$ cat src/rtl/sonic_tx_arbiter.sv
// sonic_tx_arbiter: round-robin arbiter for the shared PCIe TX path and the MSI request port
module sonic_tx_arbiter #(
  parameter int NUM_CLIENTS   = 3,
  parameter int GRANT_TIMEOUT = 64,
  parameter int TIMEOUT_W     = 8
) (
  input  logic                       clk_in,
  input  logic                       reset,
  input  logic                       init,
  input  logic [NUM_CLIENTS-1:0]     c_tx_ready,
  input  logic [NUM_CLIENTS-1:0]     c_tx_busy,
  input  logic [NUM_CLIENTS-1:0]     c_tx_req,
  input  logic [NUM_CLIENTS-1:0]     c_tx_dv,
  input  logic [NUM_CLIENTS-1:0]     c_tx_dfr,
  input  logic [NUM_CLIENTS-1:0]     c_tx_err,
  input  logic [128*NUM_CLIENTS-1:0] c_tx_desc,
  input  logic [128*NUM_CLIENTS-1:0] c_tx_data,
  output logic [NUM_CLIENTS-1:0]     c_tx_sel,
  output logic [NUM_CLIENTS-1:0]     c_tx_ready_others,
  output logic [NUM_CLIENTS-1:0]     c_tx_ack,
  input  logic [NUM_CLIENTS-1:0]     c_msi_ready,
  input  logic [NUM_CLIENTS-1:0]     c_msi_busy,
  input  logic [NUM_CLIENTS-1:0]     c_app_msi_req,
  output logic [NUM_CLIENTS-1:0]     c_msi_sel,
  output logic [NUM_CLIENTS-1:0]     c_app_msi_ack,
  output logic                       tx_req,
  output logic [127:0]               tx_desc,
  output logic                       tx_dv,
  output logic                       tx_dfr,
  output logic [127:0]               tx_data,
  output logic                       tx_err,
  input  logic                       tx_ack,
  input  logic                       tx_ws,
  output logic                       app_msi_req,
  input  logic                       app_msi_ack,
  output logic [2:0]                 tx_grant_idx,
  output logic [15:0]                tx_timeout_cnt
);
  typedef enum logic [1:0] {TX_IDLE, TX_GRANT, TX_BUSY} tx_state_t;
  typedef enum logic [1:0] {M_IDLE, M_GRANT, M_BUSY} msi_state_t;
  localparam logic [2:0] LAST_INIT = 3'(NUM_CLIENTS - 1);
  localparam logic [TIMEOUT_W-1:0] TO_LAST = TIMEOUT_W'(GRANT_TIMEOUT - 1);
  tx_state_t tx_state_q, tx_state_d;
  msi_state_t m_state_q, m_state_d;
  logic [2:0] tx_g_q, tx_g_d, last_tx_q, last_tx_d;
  logic [2:0] m_g_q, m_g_d, last_msi_q, last_msi_d;
  logic [TIMEOUT_W-1:0] cnt_q, cnt_d;
  logic [15:0] to_cnt_q, to_cnt_d;
  logic [NUM_CLIENTS-1:0] others_q, others_d;
  logic [7:0] tx_rdy, tx_bsy, tx_rq, tx_v, tx_f, tx_e, m_rdy, m_bsy, m_rq;
  logic [1023:0] desc_p, data_p;
  logic tx_act, m_act, unused;
  // Client vectors padded to 8 so a 3-bit grant index selects them directly
  assign tx_rdy = 8'(c_tx_ready);
  assign tx_bsy = 8'(c_tx_busy);
  assign tx_rq  = 8'(c_tx_req);
  assign tx_v   = 8'(c_tx_dv);
  assign tx_f   = 8'(c_tx_dfr);
  assign tx_e   = 8'(c_tx_err);
  assign m_rdy  = 8'(c_msi_ready);
  assign m_bsy  = 8'(c_msi_busy);
  assign m_rq   = 8'(c_app_msi_req);
  assign desc_p = 1024'(c_tx_desc);
  assign data_p = 1024'(c_tx_data);
  assign unused = tx_ws;
  function automatic logic [2:0] rr_pick(input logic [7:0] rdy, input logic [2:0] last);
    logic [2:0] p;
    int k;
    p = last;
    for (int i = NUM_CLIENTS; i >= 1; i--) begin
      k = int'(last) + i;
      if (k >= NUM_CLIENTS) k = k - NUM_CLIENTS;
      if (rdy[3'(k)]) p = 3'(k);
    end
    return p;
  endfunction
  always_comb begin
    tx_state_d = tx_state_q;
    tx_g_d     = tx_g_q;
    last_tx_d  = last_tx_q;
    cnt_d      = '0;
    to_cnt_d   = to_cnt_q;
    if (init) begin
      tx_state_d = TX_IDLE;
      tx_g_d     = '0;
      last_tx_d  = LAST_INIT;
    end else begin
      case (tx_state_q)
        TX_IDLE: if (|c_tx_ready) begin
          tx_g_d     = rr_pick(tx_rdy, last_tx_q);
          tx_state_d = TX_GRANT;
        end
        TX_GRANT:
          if (tx_bsy[tx_g_q]) tx_state_d = TX_BUSY;
          else if (!tx_rdy[tx_g_q]) tx_state_d = TX_IDLE;
          else if (cnt_q == TO_LAST) begin
            tx_state_d = TX_IDLE;
            to_cnt_d   = to_cnt_q + 16'(to_cnt_q != 16'hFFFF);
          end else cnt_d = cnt_q + TIMEOUT_W'(1);
        TX_BUSY: if (!tx_bsy[tx_g_q]) begin
          tx_state_d = TX_IDLE;
          last_tx_d  = tx_g_q;
        end
        default: tx_state_d = TX_IDLE;
      endcase
    end
  end
  always_comb begin
    m_state_d  = m_state_q;
    m_g_d      = m_g_q;
    last_msi_d = last_msi_q;
    if (init) begin
      m_state_d  = M_IDLE;
      m_g_d      = '0;
      last_msi_d = LAST_INIT;
    end else begin
      case (m_state_q)
        M_IDLE: if (|c_msi_ready) begin
          m_g_d     = rr_pick(m_rdy, last_msi_q);
          m_state_d = M_GRANT;
        end
        M_GRANT:
          if (m_rq[m_g_q] || m_bsy[m_g_q]) m_state_d = M_BUSY;
          else if (!m_rdy[m_g_q]) m_state_d = M_IDLE;
        M_BUSY: if (!m_rq[m_g_q] && !m_bsy[m_g_q]) begin
          m_state_d  = M_IDLE;
          last_msi_d = m_g_q;
        end
        default: m_state_d = M_IDLE;
      endcase
    end
  end
  always_comb begin
    others_d = '0;
    for (int i = 0; i < NUM_CLIENTS; i++) begin
      others_d[i] = tx_act && tx_g_q != 3'(i);
      for (int j = 0; j < NUM_CLIENTS; j++)
        if (j != i && c_tx_busy[j]) others_d[i] = 1'b1;
    end
    if (init) others_d = '0;
  end
  always_ff @(posedge clk_in or posedge reset) begin
    if (reset) begin
      tx_state_q <= TX_IDLE;
      m_state_q  <= M_IDLE;
      tx_g_q     <= '0;
      m_g_q      <= '0;
      last_tx_q  <= LAST_INIT;
      last_msi_q <= LAST_INIT;
      cnt_q      <= '0;
      to_cnt_q   <= '0;
      others_q   <= '0;
    end else begin
      tx_state_q <= tx_state_d;
      m_state_q  <= m_state_d;
      tx_g_q     <= tx_g_d;
      m_g_q      <= m_g_d;
      last_tx_q  <= last_tx_d;
      last_msi_q <= last_msi_d;
      cnt_q      <= cnt_d;
      to_cnt_q   <= to_cnt_d;
      others_q   <= others_d;
    end
  end
  assign tx_act = tx_state_q != TX_IDLE;
  assign m_act  = m_state_q != M_IDLE;
  always_comb begin
    c_tx_sel  = '0;
    c_msi_sel = '0;
    for (int i = 0; i < NUM_CLIENTS; i++) begin
      c_tx_sel[i]  = tx_act && tx_g_q == 3'(i);
      c_msi_sel[i] = m_act && m_g_q == 3'(i);
    end
  end
  assign c_tx_ack          = {NUM_CLIENTS{tx_ack}} & c_tx_sel;
  assign c_app_msi_ack     = {NUM_CLIENTS{app_msi_ack}} & c_msi_sel;
  assign c_tx_ready_others = others_q;
  assign tx_req            = tx_act & tx_rq[tx_g_q];
  assign tx_dv             = tx_act & tx_v[tx_g_q];
  assign tx_dfr            = tx_act & tx_f[tx_g_q];
  assign tx_err            = tx_act & tx_e[tx_g_q];
  assign tx_desc           = tx_act ? desc_p[{tx_g_q, 7'd0} +: 128] : '0;
  assign tx_data           = tx_act ? data_p[{tx_g_q, 7'd0} +: 128] : '0;
  assign app_msi_req       = m_act & m_rq[m_g_q];
  assign tx_grant_idx      = tx_g_q;
  assign tx_timeout_cnt    = to_cnt_q;
endmodule

$ cat config.mk
export PLATFORM = sky130hd
export DESIGN_NAME = sonic_tx_arbiter
export DESIGN_NICKNAME = d
export VERILOG_FILES = /design/src/rtl/sonic_tx_arbiter.sv
export SDC_FILE = /design/constraint.sdc
export NUM_CORES = 1
export LEC_CHECK = 0
export CAP_MARGIN = 30
export CORE_AREA = 2 2 431 433
export CTS_BUF_LIST = sky130_fd_sc_hd__clkbuf_2
export CTS_CLUSTER_DIAMETER = 200
export DETAILED_ROUTE_END_ITERATION = 10
export DIE_AREA = 0 0 433 435
export GPL_ROUTABILITY_DRIVEN = 0
export HOLD_SLACK_MARGIN = 0.08
export PLACE_DENSITY = 0.3
export REMOVE_ABC_BUFFERS = 1
export SKIP_LAST_GASP = 1
export SYNTH_ARGS = -nofsm -noshare
export SYNTH_HDL_FRONTEND = slang
export SYNTH_SLANG_ARGS = --single-unit
$ cat constraint.sdc
create_clock -name clk_in -period 4.4 [get_ports clk_in]
set_clock_uncertainty 0.1 [all_clocks]
set_input_delay 0.88 -clock clk_in [delete_from_list [all_inputs] [get_ports clk_in]]
set_output_delay 0.88 -clock clk_in [all_outputs]
set_load 0.01 [all_outputs]
== Word-level counts from Yosys, hierarchy flattened ==
Cells that the tools add are included.

* Register bits after elaboration: 43
* Bits in latches: 0
* Memory bits (writable): 0
* Bits in read-only memories: 0
* Input bits: 801
* Output and inout bits: 295
* Logic and storage cells: 208
* Memories: 0

* $add $sub $neg: 14
* $mul: 0
* Div/mod/pow operators: 0
* $lt $le $gt $ge: 14
* Equality and inequality tests: 19
* Shifts and indexed selects: 2
* Muxes and demuxes: 105
* Bitwise gates (word level): 9
* Reductions and logical operators: 36

{| class="wikitable"
|+ Operators with widths
! kind !! count
|-
| variable part select 1024 x 11 -> 128 bit || 2
|-
| 2-to-1 mux 128 bit || 2
|-
| 2-to-1 mux 3 bit || 43
|-
| binary-select mux 1 bit (select 3 bit) || 15
|-
| 2-to-1 mux 8 bit || 5
|-
| less-than comparator 3 x 5 -> 1 bit (second input constant) || 6
|-
| 2-to-1 mux 1 bit || 27
|-
| >= comparator 4 x 2 -> 1 bit (second input constant) || 6
|-
| 2-to-1 mux 2 bit || 11
|-
| nonzero test 2 bit || 9
|-
| subtractor 3 x 2 -> 3 bit (second input constant) || 6
|-
| adder 16 x 1 -> 16 bit || 1
|-
| adder 3 x 2 -> 4 bit (second input constant) || 4
|-
| != test 16 bit (second input constant) || 1
|-
| != test 3 bit (second input constant) || 4
|-
| case mux 2 bit (3 select lines) || 2
|-
| logical AND 1 bit || 10
|-
| adder 3 x 1 -> 4 bit (second input constant) || 2
|-
| adder 8 x 1 -> 8 bit (second input constant) || 1
|-
| == test 8 x 6 -> 1 bit (second input constant) || 1
|-
| less-than comparator 3 x 4 -> 1 bit (second input constant) || 2
|-
| AND reduction 2 bit || 4
|-
| AND 3 bit || 2
|-
| == test 3 x 1 -> 1 bit (second input constant) || 2
|-
| 18 further kinds || 31
|}

== Depth between registers and ports, before layout ==
Gate-level depths: netlist of the first run.

* Word-level depth: 15
* Gate-level depth with buffers: 13

== Least setup slack after synthesis of the first run ==
No wires, ideal clock.

* Kind: register to output
* Start: register tx_g_q[0] (netlist: tx_grant_idx[0])
* End: output tx_data[104]
* Data arrival time: 1.932 ns
* Required time: 3.420 ns
* Setup slack: 1.488 ns
* Stages on the path, launching flop included: 8
* Path buffers: 3
* Cell sequence: dfrtp_1 buf_2 buf_1 buf_1 mux2i_1 nor2_1 a21oi_1 nor2_1

* Longest elaborated chain between the ends: 2

{| class="wikitable"
|+ Ends and longest elaborated chain
! element !! line !! text
|-
| start, declared || 45 || <nowiki>logic [2:0] tx_g_q, tx_g_d, last_tx_q, last_tx_d;</nowiki>
|-
| start signal, assigned || 156 || <nowiki>tx_g_q <= tx_g_d;</nowiki>
|-
| variable part select 1024 x 11 -> 128 bit || 183 || <nowiki>assign tx_data = tx_act ? data_p[{tx_g_q, 7'd0} +: 128] : '0;</nowiki>
|-
| 2-to-1 mux 128 bit || 183 ||
|-
| end, declared || 30 || <nowiki>output logic [127:0] tx_data,</nowiki>
|}

No other way between the ends.

== Final worst setup path of the first run ==
* Start: register tx_g_q[0] (netlist: tx_grant_idx[0])
* End: output tx_data[52]

The elaborated chain is that of the path after synthesis.

==> results of run 1 <==
[cell type report]
| type | count | area share [%] |
|---|---|---|
| clock buffers | 5 | 0.1031 |
| diodes | 4 | 0.04125 |
| well taps | 2480 | 12.79 |
| clock inverters | 3 | 0.2785 |
| repair buffers | 1150 | 49.20 |
| inverters | 13 | 0.2011 |
| multi-input cells | 1352 | 32.91 |
| flip-flops and latches | 43 | 4.476 |
[layer usage]
metal	part of all wire (%)	vias up	global-route usage, %
li1	-	7297	-
met2	52	594	22.31
met5	0	-	0
met4	0.82	0	0.7106
met3	9.7	60	4.477
met1	38	7144	12.90
[registers in the layout, summed over array words and instances (netlist names)]
register and cells:
last_msi_q 3, cnt_q 8, m_g_q 3, m_state_q 2
c_tx_ready_others 3, tx_state_q 2, tx_grant_idx 3, last_tx_q 3
tx_timeout_cnt 16
[power by group through the flow]
stage | Clock, µW | Combinational (µW) | Sequential, µW
floorplan | 0 | 3140 | 814
global route | 336 | 7840 | 491
CTS | 320 | 7480 | 486
detailed placement | 0 | 7410 | 512
finish | 306 | 7140 | 479
global placement | 0 | 7450 | 512
[synthesized netlist by cell type, types with 6 or more instances]
cell      count
a21oi_1     278
and2_1       10
buf_1        35
clkbuf_1     95
dfrtp_1      41
ha_1         19
inv_1        11
mux2i_1     274
nand2_1      33
nand2b_1     13
nand3_1      12
nor2_1      563
nor2b_1       6
nor3_1       18
o21ai_0       9
xnor2_1      18
xor2_1       11
[logic make-up after synthesis]
group | synth area share [%]
simple gates | 29.46
fa+ha+maj | 2.575
mux | 28.86
flops | 11.21
compound gates | 19.37
xor+xnor | 2.640
buf+inv | 5.891
[worst register-to-register path: stages (launching register included)]
cell	delay, ns
dfrtp_4	0.63
buf_4	0.38
buf_4	0.34
mux2i_1	0.26
a2bb2oi_2	0.24
o211a_1	0.26
nand2b_1	0.16
or2_1	0.38
nor3_1	0.28
xor2_1	0.18
[path summary, 6_finish.rpt]
check                                     start            endpoint  slack, ns  depth (start not counted)
worst max-delay path            tx_grant_idx[0]         tx_data[52]       0.27                          6
worst min-delay path                   cnt_q[0]            cnt_q[0]       0.41                          1
worst max register to register  tx_grant_idx[0]  tx_timeout_cnt[15]       1.14                          9
worst min register to register         cnt_q[0]            cnt_q[0]       0.41                          1
max in group asynchronous                 reset       last_msi_q[1]       2.71                          3
min in group asynchronous                 reset       tx_state_q[0]       0.61                          2
[stage by stage]
stage | TNS, ns | hold WS [ns]
after global placement | 0 | 0.3824
after CTS | 0 | 0.4184
after floorplan | -7309.66 | 0.3473
final | 0 | 0.4140
after detailed placement | 0 | 0.3885
after global routing | 0 | 0.4465
[timing repair]
item / in CTS / in global routing
endpoints found under the hold margin: 0 / 0
resized for setup: 0 / 0
buffers inserted: 2 / 0
endpoints found under the setup margin: 1 / 0
==> metrics, run 1 <==
outcome=complete, no violations; cts hold-fix bufs=0; Max clock buf depth=2; initial antenna violation count=31; fin crit share=93.76%; CTS Buf Count=5; Gate power share=90.1%; hold crit path type=reg2reg; crit-path max FO=30; Max-Cap Viols=0; CTS sink cnt=43; WL per Instance=23.11 µm; first-pass GRT wire length=151.5 mm; Yosys reg bits=43; fin cells=5050; Post-synth ARST share=100.0%; Root Driver=clkbuf_2; Post-DRT Antenna Nets=0; worst rel slew slack=52.41%; Post-route DRC=0; WS Path Type=reg2out; slowest stage cell, crit path=dfrtp_4; post-route cell area=0.02426 mm²; Cells after Synth=1543; top cell type's share of synthesized area=28.51%; Clk network pwr share=3.9%; Crit path largest cell delay=0.65 ns; Pint=3771 µW; fin crit period=4.125 ns; Netlist cell types=71; CP Data Arrival Time=3.15 ns; Setup crit end kind=primary output; Placement Setup Slack=0.5375 ns; commonest non-fill, non-tap cell in the layout=clkdlybuf4s50_1; dpl cells=5036; row cnt=158; layout cells sized above 1=5.768%; WL final=116.7 mm; Layout Nets=3385; Top FF cell, synth=dfrtp_1; GRT Resource Usage Total=11.83%; Reg area=0.001086 mm²; RSZ-0062 raised after global routing=no; buffers plus inverters on the worst setup path=3; multi-input logic area=0.007985 mm²; DP HPWL=104.4 mm; Pleak=0.008524 µW; P&R area growth vs syn=152.2%; register area share after synthesis=11.21%; Detailed Route Iter0 Violations=563; Avg Cell Area, Syn=6.235 µm²; Yosys warnings=0; Switching Fraction=52.42%; DR pass1 iterations=4; Slew @ Worst Pin=0.7138 ns; fin worst setup slack=0.2747 ns; Overflow after GRT=0; Die X=433 µm; CTS H-tree depth=2; placed inst area=0.02413 mm²; Via-to-Cell Ratio=2.989; NetSw=4156 µW; I/O Buffers=1094; Initial Utilization=5.227%; die area=0.1884 mm²; pwr dens=326.7 mW/mm²; Worst-path clk slew=0.27 ns; CTS tree=built; largest net degree at the start of global routing=91; crit path launch type=register; I/O pin count=1096; Tot Pwr=7927 µW; Synth Cell Area=0.009620 mm²; final core utilization=13.18%; IR drop worst, VDD=112.8 µV; commonest non-fill, non-tap cells in the layout=clkdlybuf4s50_1 (1031), nor2_1 (563), a21oi_1 (278), mux2i_1 (274), buf_4 (61); Final Setup Violations=0; Filler cells=21320; Sequential Power Share=6.0%; number of flops mapped to enable cells by yosys=0; WP data required=3.42 ns; main area contributors after synthesis=mux2i_1 (29%), nor2_1 (22%), a21oi_1 (14%); Core Region=0.1840 mm²; Die Ht=435 µm; worst skew pair latency=0.45 ns; Vias=15100; Final Max Tran Viols=0; critical path, cell by cell=nor2b_4, buf_12, buf_4, a21oi_1, nor2_1, clkdlybuf4s50_1; vias in the first global route=16260; largest area contributor in the netlist=mux2i_1; highest clock rate=242.4 MHz; endpoints failing hold=0; CP delay by family, top=buffers and inverters
(Power assumes the default switching activity.)
==> run 2, diff against run 1 <==
--- a/config.mk
+++ b/config.mk
@@ -6,16 +6,18 @@
 export NUM_CORES = 1
 export LEC_CHECK = 0
 export CAP_MARGIN = 30
-export CORE_AREA = 2 2 431 433
+export CELL_PAD_IN_SITES_DETAIL_PLACEMENT = 1
+export CELL_PAD_IN_SITES_GLOBAL_PLACEMENT = 2
+export CORE_AREA = 2 2 427 429
 export CTS_BUF_LIST = sky130_fd_sc_hd__clkbuf_2
 export CTS_CLUSTER_DIAMETER = 200
 export DETAILED_ROUTE_END_ITERATION = 10
-export DIE_AREA = 0 0 433 435
+export DIE_AREA = 0 0 429 431
 export GPL_ROUTABILITY_DRIVEN = 0
 export HOLD_SLACK_MARGIN = 0.08
-export PLACE_DENSITY = 0.3
-export REMOVE_ABC_BUFFERS = 1
+export PLACE_DENSITY = 0.46
 export SKIP_LAST_GASP = 1
 export SYNTH_ARGS = -nofsm -noshare
 export SYNTH_HDL_FRONTEND = slang
 export SYNTH_SLANG_ARGS = --single-unit
+export TNS_END_PERCENT = 1
==> metrics, run 2 (same netlist as run 1, synthesis figures left out) <==
Worst-path clk slew=0.26 ns (about the same); endpoints failing hold=0 (unchanged); Max-Cap Viols=0 (unchanged); final core utilization=13.51% (+0.32 points); CTS sink cnt=43 (unchanged); Crit path largest cell delay=0.71 ns (+0.06 ns); Layout Nets=3411 (+0.77%); hold crit path type=reg2reg; die area=0.1849 mm² (-1.8%); Hold Path Stages=1 (unchanged); worst rel slew slack=42.77% (-9.6 points); slowest stage cell, crit path=dfrtp_4; WP data required=3.42 ns (about the same); R2R Setup Slk=1.00 ns (-0.14 ns); Final Setup Violations=0 (unchanged); WL per Instance=27.08 µm (+17%); Final Max Tran Viols=0 (unchanged); initial antenna violation count=76 (+150%); Hold Path Sink=tx_timeout_cnt[5]; CTS H-tree depth=2 (unchanged); most used cell, CP=nor2_1; I/O Buffers=1094 (unchanged); IR drop worst, VDD=138.5 µV (+23%); RSZ-0062 raised after global routing=no; crit-path max FO=50 (+67%); commonest non-fill, non-tap cells in the layout=clkdlybuf4s50_1 (1054), nor2_1 (563), a21oi_1 (278), mux2i_1 (272), buf_4 (69); pwr dens=332.9 mW/mm² (+1.9%); DR pass1 iterations=5 (+1); CTS tree=built; multi-input logic area=0.008001 mm² (+0.20%); Setup crit end kind=primary output; I/O pin count=1096 (unchanged); WL final=134.7 mm (+15%); P&R area growth vs syn=152.9%; Initial Utilization=5.340% (+0.11 points); Reg area=0.001086 mm² (unchanged); Via-to-Cell Ratio=3.101 (+3.7%); Vias=15430 (+2.2%); WHS=0.4034 ns (-0.01061 ns); Slew @ Worst Pin=0.8585 ns (+0.1447 ns); Die Ht=431 µm (-0.92%); CTS Buf Count=5 (unchanged); Max clock buf depth=2 (unchanged); Syn Nets=2363; GRT Resource Usage Total=13.80% (+2.0 points); R2R cell count=9 (unchanged); worst skew pair latency=0.49 ns (+0.04 ns); critical path, cell by cell=buf_12, mux2i_1, nor2_1, a21oi_1, nor2_1, clkdlybuf4s50_1; cts hold-fix bufs=0 (unchanged); layout cells sized above 1=5.941% (+0.17 points); FF-to-FF Start=tx_grant_idx[0]; Post-route DRC=0 (unchanged); DP HPWL=121.4 mm (+16%); Root Driver=clkbuf_2; Core Region=0.1802 mm² (-2.1%); vias in the first global route=15970 (-1.8%); Detailed Route Iter0 Violations=727 (+29%); crit path launch type=register; largest net degree at the start of global routing=52 (-43%); Pleak=0.008600 µW (+0.90%); worst hold start=tx_timeout_cnt[5]; Die X=429 µm (-0.92%); max reg flops=16 (unchanged); highest clock rate=237.2 MHz (-2.1%); row cnt=156 (-1.3%); CP Data Arrival Time=3.24 ns (+0.09 ns); Filler cells=21530 (+1.0%); Reg-to-Reg End=tx_timeout_cnt[10]; Overflow after GRT=0 (unchanged); Post-DRT Antenna Nets=0 (unchanged); outcome=complete, no violations; fin crit share=95.80% (+2.0 points); first-pass GRT wire length=168.6 mm (+11%); WS Path Type=reg2out; fin crit period=4.215 ns (+0.08976 ns); commonest non-fill, non-tap cell in the layout=clkdlybuf4s50_1
run 2: cell count changes in the layout (fill, tap and decap cells not counted), sizes merged:
cell	change
buf	+3
clkdlybuf4s50	+23
clkinv	+2
diode	+9
bufinv	-1
clkinvlp	-1
run 2: what timing repair did:
| action | CTS | global route |
|---|---|---|
| gates resized for setup | 1 | 1 |
| setup buffers | 0 | 0 |
| endpoints found under the setup margin | 2 | 1 |
run 2: power breakdown:
part           leakage [µW]  total (µW)  internal (µW)  switching, µW
Combinational       0.00799        7350           3280           4070
Sequential         0.000569         497            424           73.8
Clock             0.0000430         255           96.2            159
run 2: layout make-up:
| class | instances | area share [%] |
|---|---|---|
| Timing Repair Buffer | 1176 | 49.85 |
| Inverter | 13 | 0.2005 |
| Antenna cell | 13 | 0.1337 |
| Clock inverter | 3 | 0.1800 |
| Clock buffer | 5 | 0.1028 |
| Sequential cell | 43 | 4.463 |
| Multi-Input combinational cell | 1352 | 32.88 |
| Tap cell | 2370 | 12.19 |
run 2: how the worst max path moves through the flow:
stage | cells after the start | to | start
finish | 6 | tx_desc[110] | tx_grant_idx[0]
global route | 7 | tx_desc[14] | tx_grant_idx[0]
CTS | 7 | tx_desc[14] | tx_grant_idx[0]
detailed placement | 7 | tx_data[112] | c_tx_data[240]
global placement | 7 | tx_data[112] | c_tx_data[240]
floorplan | 7 | tx_data[104] | tx_grant_idx[0]
run 2: through the flow:
step | cell area [µm²] | instances | setup WS [ns] | TNS [ns] | total power (µW)
6_report | 24330 | 4975 | 0.1850 | 0 | 8101
3_3_place_gp | 24220 | 4954 | 0.3746 | 0 | 8127
4_1_cts | 24300 | 4962 | -0.1781 | -0.1781 | 8412
5_1_grt | 24300 | 4963 | 0.01524 | 0 | 8685
3_5_place_dp | 24220 | 4954 | 0.3974 | 0 | 8108
2_1_floorplan | 9620 | 1543 | 1.488 | 0 | 3286
run 2: routing by layer:
layer  track usage, %  part of all wire (%)
met3            4.064                   7.4
met4           0.5851                  0.70
met1            17.09                    42
met5                0                  0.28
met2            24.57                    50
run 2: worst max-delay path, delay by kind of cell (launching register included):
| kind | cells | cell delay, ns |
|---|---|---|
| compound gates | 1 | 0.38 |
| buf+inv | 2 | 1.01 |
| flops | 1 | 0.71 |
| mux | 1 | 0.35 |
| simple gates | 2 | 0.18 |
